$ cat config.mk
export PLATFORM = sky130hd
export DESIGN_NAME = mult_seq
export DESIGN_NICKNAME = d
export VERILOG_FILES = /design/src/rtl/mult_seq.sv
export SDC_FILE = /design/constraint.sdc
export NUM_CORES = 1
export LEC_CHECK = 0
export ABC_CLOCK_PERIOD_IN_PS = 1900
export BUFFER_PORTS_ARGS = -buffer_cell sky130_fd_sc_hd__buf_2
export CORE_ASPECT_RATIO = 0.6
export CORE_MARGIN = 1
export CORE_UTILIZATION = 24
export CTS_BUF_LIST = sky130_fd_sc_hd__clkbuf_4
export DETAILED_ROUTE_END_ITERATION = 16
export PLACE_DENSITY = 0.46
export SETUP_SLACK_MARGIN = 0.15
export SLEW_MARGIN = 30
export SYNTH_ARGS = -nofsm -noshare
export SYNTH_HDL_FRONTEND = slang
export SYNTH_SLANG_ARGS = --single-unit
$ cat constraint.sdc
create_clock -name clock -period 1.9 [get_ports clock]
set_input_delay 0.095 -clock clock [delete_from_list [all_inputs] [get_ports clock]]
set_output_delay 0.095 -clock clock [all_outputs]
set_load 0.005 [all_outputs]
$ cat src/rtl/mult_seq.sv
// mult_seq: sequential 32x32 signed radix-2 Booth multiplier.
// Every add or subtract step uses an external shared 32-bit adder
// (add_a/add_b/add_cin out, add_sum back in the same cycle).
// Optional feature: define MULT_SEQ_OVF_DETECT_EN to flag products that
// do not fit in 32 signed bits; otherwise data_exception is tied low.
module mult_seq (
  input  logic        clock,
  input  logic        reset_n,
  input  logic        ctrl_MULT,
  input  logic [31:0] data_operandA,
  input  logic [31:0] data_operandB,
  output logic [31:0] add_a,
  output logic [31:0] add_b,
  output logic        add_cin,
  input  logic [31:0] add_sum,
  output logic [31:0] data_result,
  output logic        data_resultRDY,
  output logic        data_exception,
  output logic        busy
);

  localparam int unsigned W       = 32;
  localparam int unsigned CW      = 5;
  localparam int unsigned LAST_IT = W - 1;

  typedef enum logic [1:0] {
    S_IDLE = 2'd0,
    S_RUN  = 2'd1,
    S_DONE = 2'd2
  } state_e;

  state_e        state_q, state_d;
  logic [W-1:0]  m_q,   m_d;
  logic [W-1:0]  hi_q,  hi_d;
  logic [W-1:0]  lo_q,  lo_d;
  logic          qm1_q, qm1_d;
  logic [CW-1:0] cnt_q, cnt_d;
  logic [W-1:0]  res_q, res_d;

  logic          start;
  logic          last_iter;
  logic          add_ovf;
  logic          sum_sign;
  logic [W-1:0]  hi_nx;
  logic [W-1:0]  lo_nx;

  // A start is accepted from IDLE or DONE; requests during RUN are ignored
  assign start     = ctrl_MULT && ((state_q == S_IDLE) || (state_q == S_DONE));
  assign last_iter = (state_q == S_RUN) && (cnt_q == CW'(LAST_IT));

  // State register
  always_ff @(posedge clock or negedge reset_n) begin
    if (!reset_n) begin
      state_q <= S_IDLE;
    end else begin
      state_q <= state_d;
    end
  end

  // Next-state logic
  always_comb begin
    state_d = state_q;
    case (state_q)
      S_IDLE:  if (ctrl_MULT) state_d = S_RUN;
      S_RUN:   if (last_iter) state_d = S_DONE;
      S_DONE:  state_d = ctrl_MULT ? S_RUN : S_IDLE;
      default: state_d = S_IDLE;
    endcase
  end

  // Output decode: status flags and Booth operand selection for the shared adder
  always_comb begin
    add_a          = '0;
    add_b          = '0;
    add_cin        = 1'b0;
    busy           = 1'b0;
    data_resultRDY = 1'b0;
    case (state_q)
      S_RUN: begin
        busy  = 1'b1;
        add_a = hi_q;
        case ({lo_q[0], qm1_q})
          2'b01: add_b = m_q;
          2'b10: begin
            add_b   = ~m_q;
            add_cin = 1'b1;
          end
          default: add_b = '0;
        endcase
      end
      S_DONE:  data_resultRDY = 1'b1;
      default: ;
    endcase
  end

  // Shifted partial product; the 33rd sum bit is recovered from signed overflow
  always_comb begin
    add_ovf  = (add_a[W-1] == add_b[W-1]) && (add_sum[W-1] != add_a[W-1]);
    sum_sign = add_sum[W-1] ^ add_ovf;
    hi_nx    = {sum_sign, add_sum[W-1:1]};
    lo_nx    = {add_sum[0], lo_q[W-1:1]};
  end

  // Datapath next-state: load on start, one Booth step per RUN cycle
  always_comb begin
    m_d   = m_q;
    hi_d  = hi_q;
    lo_d  = lo_q;
    qm1_d = qm1_q;
    cnt_d = cnt_q;
    res_d = res_q;
    if (start) begin
      m_d   = data_operandA;
      hi_d  = '0;
      lo_d  = data_operandB;
      qm1_d = 1'b0;
      cnt_d = '0;
    end else if (state_q == S_RUN) begin
      hi_d  = hi_nx;
      lo_d  = lo_nx;
      qm1_d = lo_q[0];
      cnt_d = cnt_q + CW'(1);
      if (last_iter) begin
        res_d = lo_nx;
      end
    end
  end

  // Datapath registers
  always_ff @(posedge clock or negedge reset_n) begin
    if (!reset_n) begin
      m_q   <= '0;
      hi_q  <= '0;
      lo_q  <= '0;
      qm1_q <= 1'b0;
      cnt_q <= '0;
      res_q <= '0;
    end else begin
      m_q   <= m_d;
      hi_q  <= hi_d;
      lo_q  <= lo_d;
      qm1_q <= qm1_d;
      cnt_q <= cnt_d;
      res_q <= res_d;
    end
  end

  assign data_result = res_q;

`ifdef MULT_SEQ_OVF_DETECT_EN
  logic exc_q, exc_d;

  // Overflow when the high word is not a pure sign extension of the low word
  always_comb begin
    exc_d = exc_q;
    if (last_iter) begin
      exc_d = (hi_nx != {W{lo_nx[W-1]}});
    end
  end

  // Exception flag register, updated together with the result
  always_ff @(posedge clock or negedge reset_n) begin
    if (!reset_n) begin
      exc_q <= 1'b0;
    end else begin
      exc_q <= exc_d;
    end
  end

  assign data_exception = exc_q;
`else
  assign data_exception = 1'b0;
`endif

endmodule

=== After elaboration in Yosys (flattened, before gate mapping) ===
Cells that the tools add are included.

* $add $sub $neg: 1
* Equal/unequal tests: 9
* Multiplexer cells: 19
* Bitwise operators: 3
* Reduce and logical (&&, ||, !) cells: 8

{| class="wikitable"
|+ Operators with widths
! operator !! number
|-
| 32-bit two-way mux || 6
|-
| 32-bit case mux with 2 select lines || 1
|-
| 32-bit NOT || 1
|-
| 5-bit two-way mux || 2
|-
| 1-bit two-way mux || 7
|-
| 2-bit case mux with 3 select lines || 1
|-
| 5-bit by 1-bit adder with 5-bit output, second input constant || 1
|-
| 5-bit == test, second input constant || 1
|-
| 2-bit by 1-bit == test with 1-bit output, second input constant || 2
|-
| 2-bit == test, second input constant || 2
|-
| 2-bit two-way mux || 2
|-
| 2-bit inequality test, second input constant || 2
|-
| 1-bit logical AND || 3
|-
| 3-bit AND reduction || 1
|-
| 2-bit zero test || 1
|-
| 2-bit AND reduction || 1
|-
| 2-bit nonzero test || 1
|-
| 1-bit == test || 1
|-
| 1-bit logical OR || 1
|-
| 1-bit inequality test || 1
|-
| 1-bit NOT || 1
|-
| 1-bit XOR || 1
|}

* Bits in registers: 136
* Input bits: 99
* Output and inout port bits: 100
* Logic and storage cells: 47

=== Longest topological paths before layout ===
Gate-level depths: netlist (run 1).

* Depth after elaboration: 8
* Depth in mapped cells: 7

=== Worst setup path after synthesis (run 1) ===
OpenSTA, ideal clock, no wires.

* Path type: reg-to-reg
* Start: register cnt_q[0]
* End: register res_q[10] (netlist: data_result[10])
* Arrival: 1.544 ns
* Required time: 1.775 ns
* Setup slack: 0.231 ns
* Cell stages (with the launch flop): 7
* Period minus slack after synthesis: 1.669 ns
* Cells stage by stage: dfrtp_1 -> ha_1 -> and3_1 -> ha_1 -> nand2_4 -> buf_6 -> mux2_4

* Word-level cells in the longest chain between the ends: 3

{| class="wikitable"
|+ Ends and longest elaborated chain
! element !! line !! text
|-
| start, declared || 37 || <nowiki>logic [CW-1:0] cnt_q, cnt_d;</nowiki>
|-
| start signal, assigned || 143 || <nowiki>cnt_q <= cnt_d;</nowiki>
|-
| 5-bit == test || 49 || <nowiki>assign last_iter = (state_q == S_RUN) && (cnt_q == CW'(LAST_IT));</nowiki>
|-
| 1-bit logical AND || 49 ||
|-
| 3-bit AND reduction (no line) || -- ||
|-
| end signal, assigned || 144 || <nowiki>res_q <= res_d;</nowiki>
|-
| end, declared || 38 || <nowiki>logic [W-1:0] res_q, res_d;</nowiki>
|}

No other way between the ends.
A chain may end at the register's enable or synchronous reset.

=== Worst setup path in the final report (run 1) ===
* Start: register lo_q[0]
* End: output add_b[26]

* Word-level cells in the longest chain between the ends: 3

{| class="wikitable"
|+ Ends and longest elaborated chain
! element !! line !! text
|-
| start, declared || 35 || <nowiki>logic [W-1:0] lo_q, lo_d;</nowiki>
|-
| start signal, assigned || 141 || <nowiki>lo_q <= lo_d;</nowiki>
|-
| 2-bit == test or 2-bit by 1-bit == test with 1-bit output (tied branches) || 82 || <nowiki>case ({lo_q[0], qm1_q})</nowiki>
|-
| 32-bit case mux with 2 select lines * || 82 ||
|-
| 32-bit two-way mux * || 78 || <nowiki>case (state_q)</nowiki>
|-
| end, declared || 13 || <nowiki>output logic [31:0] add_b,</nowiki>
|}

Every way passes the cells marked *; elsewhere a longest branch is shown, timed or not.

==> results.ini, run 1 <==
[floorplan]
die_area_sq_um = 26270
die_h_microns = 125.9
num_rows = 44
coreArea_sq_um = 24660
ios = 199
start_util_pct = 24.91
die_w_microns = 208.6

[synthesis]
synth_area_leaders = dfrtp_1 (55%), nand2_1 (7.9%), mux2_4 (7.1%), mux2i_1 (5.2%), a22o_1 (4.8%)
syn-num-nets = 667
yosysUniqueCellTypes = 32
synth_area_sq_um = 6145
yosysTopAreaCell = dfrtp_1
synth_seq_cells = 136
synthArstFlopShare_pct = 100.0
yosys_warnings = 0
ys.flop_type = dfrtp_1
syn_avg_cell_area_sq_um = 10.86
synthCells = 566
synth_top_cell_area_share_pct = 55.39
synth_edf_count = 0
synth-seq-area-share_pct = 55.39

[layout]
finalCoreUtilization_pct = 39.68
syn_to_final_growth_pct = 59.25
drive_gt1_share_pct = 40.00
fin_area_sq_um = 9786
n_antenna_cell = 0
nNetsFinal = 988

[setup_path]
ff2ff_path_depth = 8
start_kind = register
worstPathRequired_ns = 1.80
endpoint_kind = output pin
worstSetupPathType = register to output pin
crit_fanout = 8
worstPathArrival_ns = 1.83

[power_and_ir_drop]
powerDensity_nw_per_um2 = 1603
p_leak_uw = 0.005013
irDropWorstVdd_mv = 0.7735

[min_path]
whs_path_depth = 4
hold_path_class = input port to register

[grt]
grt_antenna_before_repair = 0
grt_pass1_wl_microns = 32800
grt_pass1_vias = 5813
grt_max_degree = 46
grt_overflow = 0
grt_usage_pct = 16.28

[clock_network]
clk_path_buf_depth = 2
cts_buffers = 17
cts_sinks = 136
clk_latency_ns = 0.58
htree_levels = 4
clkSlewWorstSetupHoldPaths_ns = 0.13
root_buffer = clkbuf_4
tritoncts = yes

[run_status]
violations = negative setup slack
status = finished with violations

[sta]
fin_setup_tns_ns = -0.05269
hold_slack_ns = 0.2267
slew_viol_final = 0
fin_crit_ns = 1.921
setup_viol = 6
finalCritPeriodShare_pct = 101.1
max_freq_mhz = 520.6
rsz0062_at_grt = true
worst_slack_ns = -0.02081
fin_skew_ns = 0.01904
hold_viol_final = 0

[routing]
drt_drc_violations_left = 0
via_per_inst = 4.405
drt_wl_total_microns = 20980
vias = 5383
wl_per_cell_microns = 17.16
drt-initial-drc-count = 237
detail-route-antenna-nets = 0
firstDrtPassIters = 6

[placed_design]
routabilityCongestion = 0.7024
port-buffer-count = 197
postPlaceCellArea_sq_um = 7591
dp_hpwl_microns = 11580

[run]
drv_cap = 0

## synth_stat cells, types with 2 or more instances
library cell,n
buf_6,4
and2_1,33
nand2_1,129
mux2i_1,32
buf_4,5
a22oi_1,32
mux2_4,29
clkbuf_1,12
buf_2,22
nor2b_1,4
nor2_1,31
dfrtp_1,136
nand2b_1,2
ha_1,2
clkbuf_2,2
nand3_1,37
mux2_2,4
a22o_1,34
o21ai_0,3
## stage by stage
stage / std cells / worst slack, ns / power, uW
floorplan: 566 / 0.2308 / 8584
global placement: 1057 / 0.1309 / 11050
finish: 1222 / -0.02081 / 15690
CTS: 1216 / -0.1074 / 15110
detailed placement: 1057 / 0.1142 / 11050
global route: 1222 / -0.2210 / 16910
## critical path, cell delays in order, from the launching register on
cell and delay [ns]:
dfrtp_2 0.45, nor2b_4 0.24, buf_6 0.14, buf_16 0.13, mux2i_1 0.07, nor2_1 0.09, buf_2 0.12
## path summary, 6_finish.rpt
kind	start	to	slack, ns
worst max-delay path	lo_q[0]	add_b[26]	-0.02
max in group asynchronous	reset_n	state_q[0]	0.71
worst min register to register	m_q[21]	m_q[21]	0.51
worst max register to register	state_q[1]	data_result[29]	0.21
worst min-delay path	data_operandA[15]	m_q[15]	0.23
min in group asynchronous	reset_n	data_result[16]	0.54
## registers in the layout (all words and copies together), names as in the netlist
name	flops
data_result	32
hi_q	32
lo_q	32
m_q	32
cnt_q	5
state_q	2
qm1_q	1
## per-layer routing
metal,vias up,global-route usage [%],routed length [microns],part of all wire (%)
met3,12,5.686,1243,5.9
met1,2644,23.35,10850,52
met4,0,3.763,193,0.92
met5,-,0,0,0
met2,152,23.27,8683,41
li1,2575,-,-,-
## power by group
group | total (uW) | switching [uW] | internal [uW]
clock | 1930 | 1150 | 776
sequential | 5070 | 922 | 4150
combinational | 8690 | 3750 | 4930
total | 15700 | 5830 | 9860
## cell type report
cell class	count	area, sq um
clock buffer	18	135.1
inverter	2	15.01
sequential	136	3406
fill	2410	14880
tap	322	402.9
multi-input combinational	382	2635
clock inverter	14	133.9
timing repair buffer	348	3058
## cell usage in the layout, fill, tap and decap left out, types with 4 or more instances in the layout
master | synthesis | layout
a22o_1 | 34 | 34
buf_2 | 22 | 162
mux2_4 | 29 | 29
clkinv_2 | 0 | 6
a22oi_1 | 32 | 32
buf_4 | 5 | 16
dfrtp_1 | 136 | 134
mux2_2 | 4 | 4
buf_16 | 0 | 7
mux2i_1 | 32 | 32
buf_6 | 4 | 44
dlygate4sd3_1 | 0 | 99
and2_4 | 0 | 33
nand2_1 | 129 | 129
nor2_1 | 31 | 31
nand3_1 | 37 | 37
buf_12 | 0 | 15
clkbuf_4 | 0 | 18
## cell families after synthesis
family / count (synthesis) / share of synthesized area (%)
AND/OR/NAND/NOR: 242 / 17.51
flip-flops: 136 / 55.39
AO/OA/AOI/OAI: 72 / 9.346
multiplexers: 65 / 13.03
buffers and inverters: 48 / 4.256
adder cells (fa/ha/maj): 2 / 0.4072
other: 1 / 0.06103
## timing repair
action / in CTS / in global routing
setup endpoints to repair: 93 / 91
hold buffers: 99 / 0
endpoints found under the hold margin: 235 / 0
pin swaps: 13 / 19
gates cloned: 9 / 2
gates resized for setup: 65 / 35
buffers inserted: 19 / 4
No activity file was read; power rests on OpenSTA's default activity.
==> inputs of run 2 (changes only) <==
==> constraint.sdc (replaced) <==
create_clock -name clock -period 1.9 [get_ports clock]
set_input_delay 0.095 -clock clock [delete_from_list [all_inputs] [get_ports clock]]
set_output_delay 0.095 -clock clock [all_outputs]
set_load 0.05 [all_outputs]
==> run 2 against run 1 <==
Net effect:
- the flow still finishes with violations (negative setup slack)
- clock power rose by 9%
- first-iteration DRC count is 4.2% lower
- total power is 30% higher
- core utilization increased by 0.76 points
- maximum frequency is 0.54% lower
==> results.ini, run 2 (same netlist as run 1, synthesis figures left out) <==
[setup_path]
worstPathRequired_ns = 1.80
cp_cell_sequence = nor2b_4 > buf_12 > mux2i_1 > nor2_1 > buf_6
worstSetupPathType = register to output pin
slowest_delay_ns = 0.42
critical_path.slowest_cell = dfrtp_1
cp-startpoint = qm1_q
worstPathArrival_ns = 1.84
start_kind = register
crit_fanout = 16
reg2reg_from = state_q[1]
endpoint_kind = output pin

[run]
drv_cap = 0

[power_and_ir_drop]
p_leak_uw = 0.005006
fin_total_pwr_uw = 20420
power_frac_comb_pct = 64.9
intPower_uw = 10720
p_clk_share_pct = 10.3
powerDensity_nw_per_um2 = 2047
irDropWorstVdd_mv = 1.470
pwr-share-seq_pct = 24.9
p_sw_uw = 9701
swShare_pct = 47.52

[layout]
nFillCells = 2367
layoutNonFillerInstCount = 1210
n_antenna_cell = 0
drive_gt1_share_pct = 39.98
layout_commonest_cell = dfrtp_1
syn_to_final_growth_pct = 62.29
layout_common_cells = dfrtp_1 (134), nand2_1 (129), buf_2 (129)
nNetsFinal = 978
fin_area_sq_um = 9972

[sta]
fin_setup_tns_ns = -0.03475
hold_viol_final = 0
max_freq_mhz = 517.8
fin_crit_ns = 1.931
finalCritPeriodShare_pct = 101.6
setup_viol = 2
slew_viol_final = 0
worst_slack_ns = -0.03120
fin_skew_ns = 0.01933
rsz0062_at_grt = true

[routing]
drt_drc_violations_left = 0
detail-route-antenna-nets = 0
drt_wl_total_microns = 19730
wl_per_cell_microns = 16.30
drt-initial-drc-count = 227
firstDrtPassIters = 4
via_per_inst = 4.360
vias = 5276

[grt]
grt_max_degree = 65
grt_usage_pct = 15.36
grt_overflow = 0
grt_pass1_vias = 5573
grt_pass1_wl_microns = 31070
grt_antenna_before_repair = 0

[floorplan]
die_area_sq_um = 26270
coreArea_sq_um = 24660
ios = 199
num_rows = 44
die_h_microns = 125.9
start_util_pct = 24.91
die_w_microns = 208.6

[clock_network]
cts_buffers = 17
clkSlewWorstSetupHoldPaths_ns = 0.12
htree_levels = 4
clk_path_buf_depth = 2
tritoncts = yes
root_buffer = clkbuf_4
cts_sinks = 136
clk_latency_ns = 0.54

[placed_design]
placed_cells = 1056
postPlaceCellArea_sq_um = 7571
port-buffer-count = 197
routabilityCongestion = 0.7153
dp_hpwl_microns = 11510

[run_status]
status = finished with violations
violations = negative setup slack

[min_path]
hold_path_class = input port to asynchronous set/reset pin

[run 2: final timing paths]
kind                              endpoint  slack (ns)  depth (start not counted)
min in group clock                 m_q[14]        0.27                          4
min                        data_result[23]        0.08                          3
max in group asynchronous         hi_q[27]        1.49                          3
min reg2reg                         m_q[0]        0.51                          2
max                               add_b[5]       -0.03                          5
max reg2reg                data_result[16]        0.17                          8
[run 2: stage by stage]
step / worst slack, ns / util, % / hold WS [ns]
after floorplan: 0.1955 / - / -0.2006
after global placement: 0.1306 / 30.70 / 0.03398
after detailed placement: 0.1097 / 30.70 / 0.03177
after CTS: -0.1087 / 39.79 / 0.01212
after global routing: -0.1760 / 40.43 / 0.02996
final: -0.03120 / 40.43 / 0.08233
[run 2: power by group through the flow]
stage | Clock (uW) | Sequential, uW | Combinational [uW]
floorplan | 0 | 5560 | 6900
global placement | 0 | 5080 | 9890
detailed placement | 0 | 5040 | 9900
CTS | 2220 | 5040 | 12900
global route | 2330 | 5270 | 14000
finish | 2100 | 5080 | 13200
[run 2: repair_timing]
action,CTS,global route
hold buffers,99,0
cloned,6,2
endpoints found under the setup margin,83,114
buffers inserted,15,2
gates resized for setup,215,22
hold endpoints to repair,234,0
pin swaps,17,4
[run 2: area by class of cell]
| cell class | instances | area (sq um) | share of cell area [%] |
|---|---|---|---|
| repair inverters | 1 | 11.26 | 0.1129 |
| well taps | 322 | 402.9 | 4.040 |
| repair buffers | 337 | 3176 | 31.84 |
| clock buffers | 18 | 135.1 | 1.355 |
| clock inverters | 12 | 158.9 | 1.593 |
| multi-input cells | 382 | 2668 | 26.75 |
| flip-flops and latches | 136 | 3406 | 34.15 |
| inverters | 2 | 15.01 | 0.1506 |
[run 2: worst max-delay path, delay by kind of cell, from the launching register on]
family                 cells  cell delay (ns)
flip-flops                 1             0.42
AND/OR/NAND/NOR            2             0.42
buffers and inverters      2             0.37
multiplexers               1             0.09
[run 2: layer usage]
| metal | GRT usage [%] | routed length (microns) | vias to the layer above |
|---|---|---|---|
| li1 | - | - | 2550 |
| met1 | 21.68 | 9983 | 2554 |
| met2 | 22.41 | 8336 | 155 |
| met3 | 4.613 | 1184 | 17 |
| met4 | 4.844 | 222 | 0 |
| met5 | 0 | 0 | - |
==> inputs of run 3 (changes only) <==
Settings changed: MAX_ROUTING_LAYER set to met4.
==> run 3 against run 2 <==
Net effect:
- the run still ends with negative setup slack left
- largest power group unchanged
- critical path depth stayed put
- via count is 0.36% higher
- sequential power hardly changed
- setup slack better by 0.0042 ns
- first-iteration DRC count is 9.7% higher
- non-clock buffer count is 2 higher
==> results.ini, run 3 (same netlist as run 1, synthesis figures left out) <==
[clock_network]
clk_path_buf_depth = 2
clkSlewWorstSetupHoldPaths_ns = 0.12
clk_latency_ns = 0.54
tritoncts = yes
root_buffer = clkbuf_4
cts_sinks = 136
cts_buffers = 17
htree_levels = 4

[routing]
wl_per_cell_microns = 16.44
firstDrtPassIters = 4
vias = 5295
drt_wl_total_microns = 19920
detail-route-antenna-nets = 0
drt_drc_violations_left = 0
via_per_inst = 4.369
drt-initial-drc-count = 249

[layout]
nNetsFinal = 980
fin_area_sq_um = 10030
syn_to_final_growth_pct = 63.25
n_antenna_cell = 0
layoutNonFillerInstCount = 1212
nFillCells = 2359
layout_common_cells = dfrtp_1 (134), nand2_1 (129), buf_2 (129)
drive_gt1_share_pct = 40.11
layout_commonest_cell = dfrtp_1

[grt]
grt_overflow = 0
grt_pass1_wl_microns = 30990
grt_antenna_before_repair = 0
grt_pass1_vias = 5595
grt_max_degree = 65
grt_usage_pct = 15.83

[placed_design]
postPlaceCellArea_sq_um = 7571
dp_hpwl_microns = 11510
routabilityCongestion = 0.7235
port-buffer-count = 197
post-place-ws_ns = 0.1097
placed_cells = 1056

[sta]
fin_crit_ns = 1.927
hold_viol_final = 0
setup_viol = 11
slew_viol_final = 0
finalCritPeriodShare_pct = 101.4
fin_setup_tns_ns = -0.08939
max_freq_mhz = 518.9
rsz0062_at_grt = true
fin_skew_ns = 0.02125
worst_slack_ns = -0.02701

[power_and_ir_drop]
irDropWorstVdd_mv = 1.457
powerDensity_nw_per_um2 = 2052
p_leak_uw = 0.005034

[setup_path]
critical_path.slowest_cell = dfrtp_1
endpoint_kind = output pin
slowest_delay_ns = 0.42
worstSetupPathType = register to output pin
cp_cell_sequence = nor2b_4 > buf_12 > mux2i_1 > nor2_1 > buf_6
cp.buffers_inverters = 2
worstPathArrival_ns = 1.83
critical_path_cell_count = 5
ff2ff_path_depth = 8
worstPathRequired_ns = 1.80
start_kind = register
crit_fanout = 16
path_delay_family = flip-flops

[floorplan]
coreArea_sq_um = 24660
ios = 199
die_w_microns = 208.6
die_h_microns = 125.9
die_area_sq_um = 26270
num_rows = 44
start_util_pct = 24.91

[run_status]
status = finished with violations
violations = negative setup slack

[min_path]
hold_path_class = input port to asynchronous set/reset pin

[run]
drv_cap = 0

## run 3: path summary, 6_finish.rpt
kind	from	end	slack, ns
max in group asynchronous	reset_n	hi_q[17]	1.48
max reg2reg	state_q[1]	data_result[16]	0.16
min	reset_n	data_result[23]	0.08
max	qm1_q	add_b[5]	-0.03
min reg2reg	m_q[0]	m_q[0]	0.51
min in group clock	data_operandA[30]	m_q[30]	0.27
## run 3: where the power goes
group / total [uW] / switching (uW) / internal, uW
Sequential: 5080 / 929 / 4150
Clock: 2100 / 1080 / 1020
Combinational: 13400 / 7750 / 5640
Total: 20600 / 9760 / 10800
## run 3: per-layer routing
metal  routed length, microns  global-route usage (%)  vias up
met3                     1156                   4.214       15
met1                    10040                   21.87     2563
met4                      214                   4.844        0
li1                         -                       -     2552
met5                        0                       -        -
met2                     8514                   22.45      165
## run 3: through the flow
| stage | utilization [%] | power [uW] | hold slack (ns) |
|---|---|---|---|
| 2_1_floorplan | - | 12460 | -0.2006 |
| 5_1_grt | 40.67 | 21720 | 0.02979 |
| 6_report | 40.67 | 20580 | 0.08475 |
| 3_5_place_dp | 30.70 | 14940 | 0.03177 |
| 4_1_cts | 39.79 | 20120 | 0.01212 |
| 3_3_place_gp | 30.70 | 14960 | 0.03398 |
## run 3: area by class of cell
cell class                      instances  area, sq um  share of cell area [%]
Sequential cell                       136         3406                   33.95
Multi-Input combinational cell        382         2673                   26.64
Timing Repair Buffer                  339         3224                   32.14
Inverter                                2        20.02                  0.1996
Clock buffer                           18        135.1                   1.347
Timing Repair inverter                  1        11.26                  0.1123
Clock inverter                         12        158.9                   1.584
Tap cell                              322        402.9                   4.016
## run 3: worst reg2reg max path, cell delays in order, from the launching register on
cell	delay, ns
dfrtp_1	0.39
nand2b_4	0.19
buf_4	0.15
buf_6	0.12
inv_8	0.07
buf_6	0.12
nand2_8	0.10
buf_12	0.17
mux2_4	0.30
## run 3: what timing repair did
item | 4_1_cts | 5_1_grt
endpoints found under the setup margin | 83 | 114
hold buffers | 99 | 0
endpoints found under the hold margin | 234 | 0
setup buffers | 15 | 3
cloned | 6 | 3
gates resized for setup | 215 | 28
pin swaps | 17 | 14
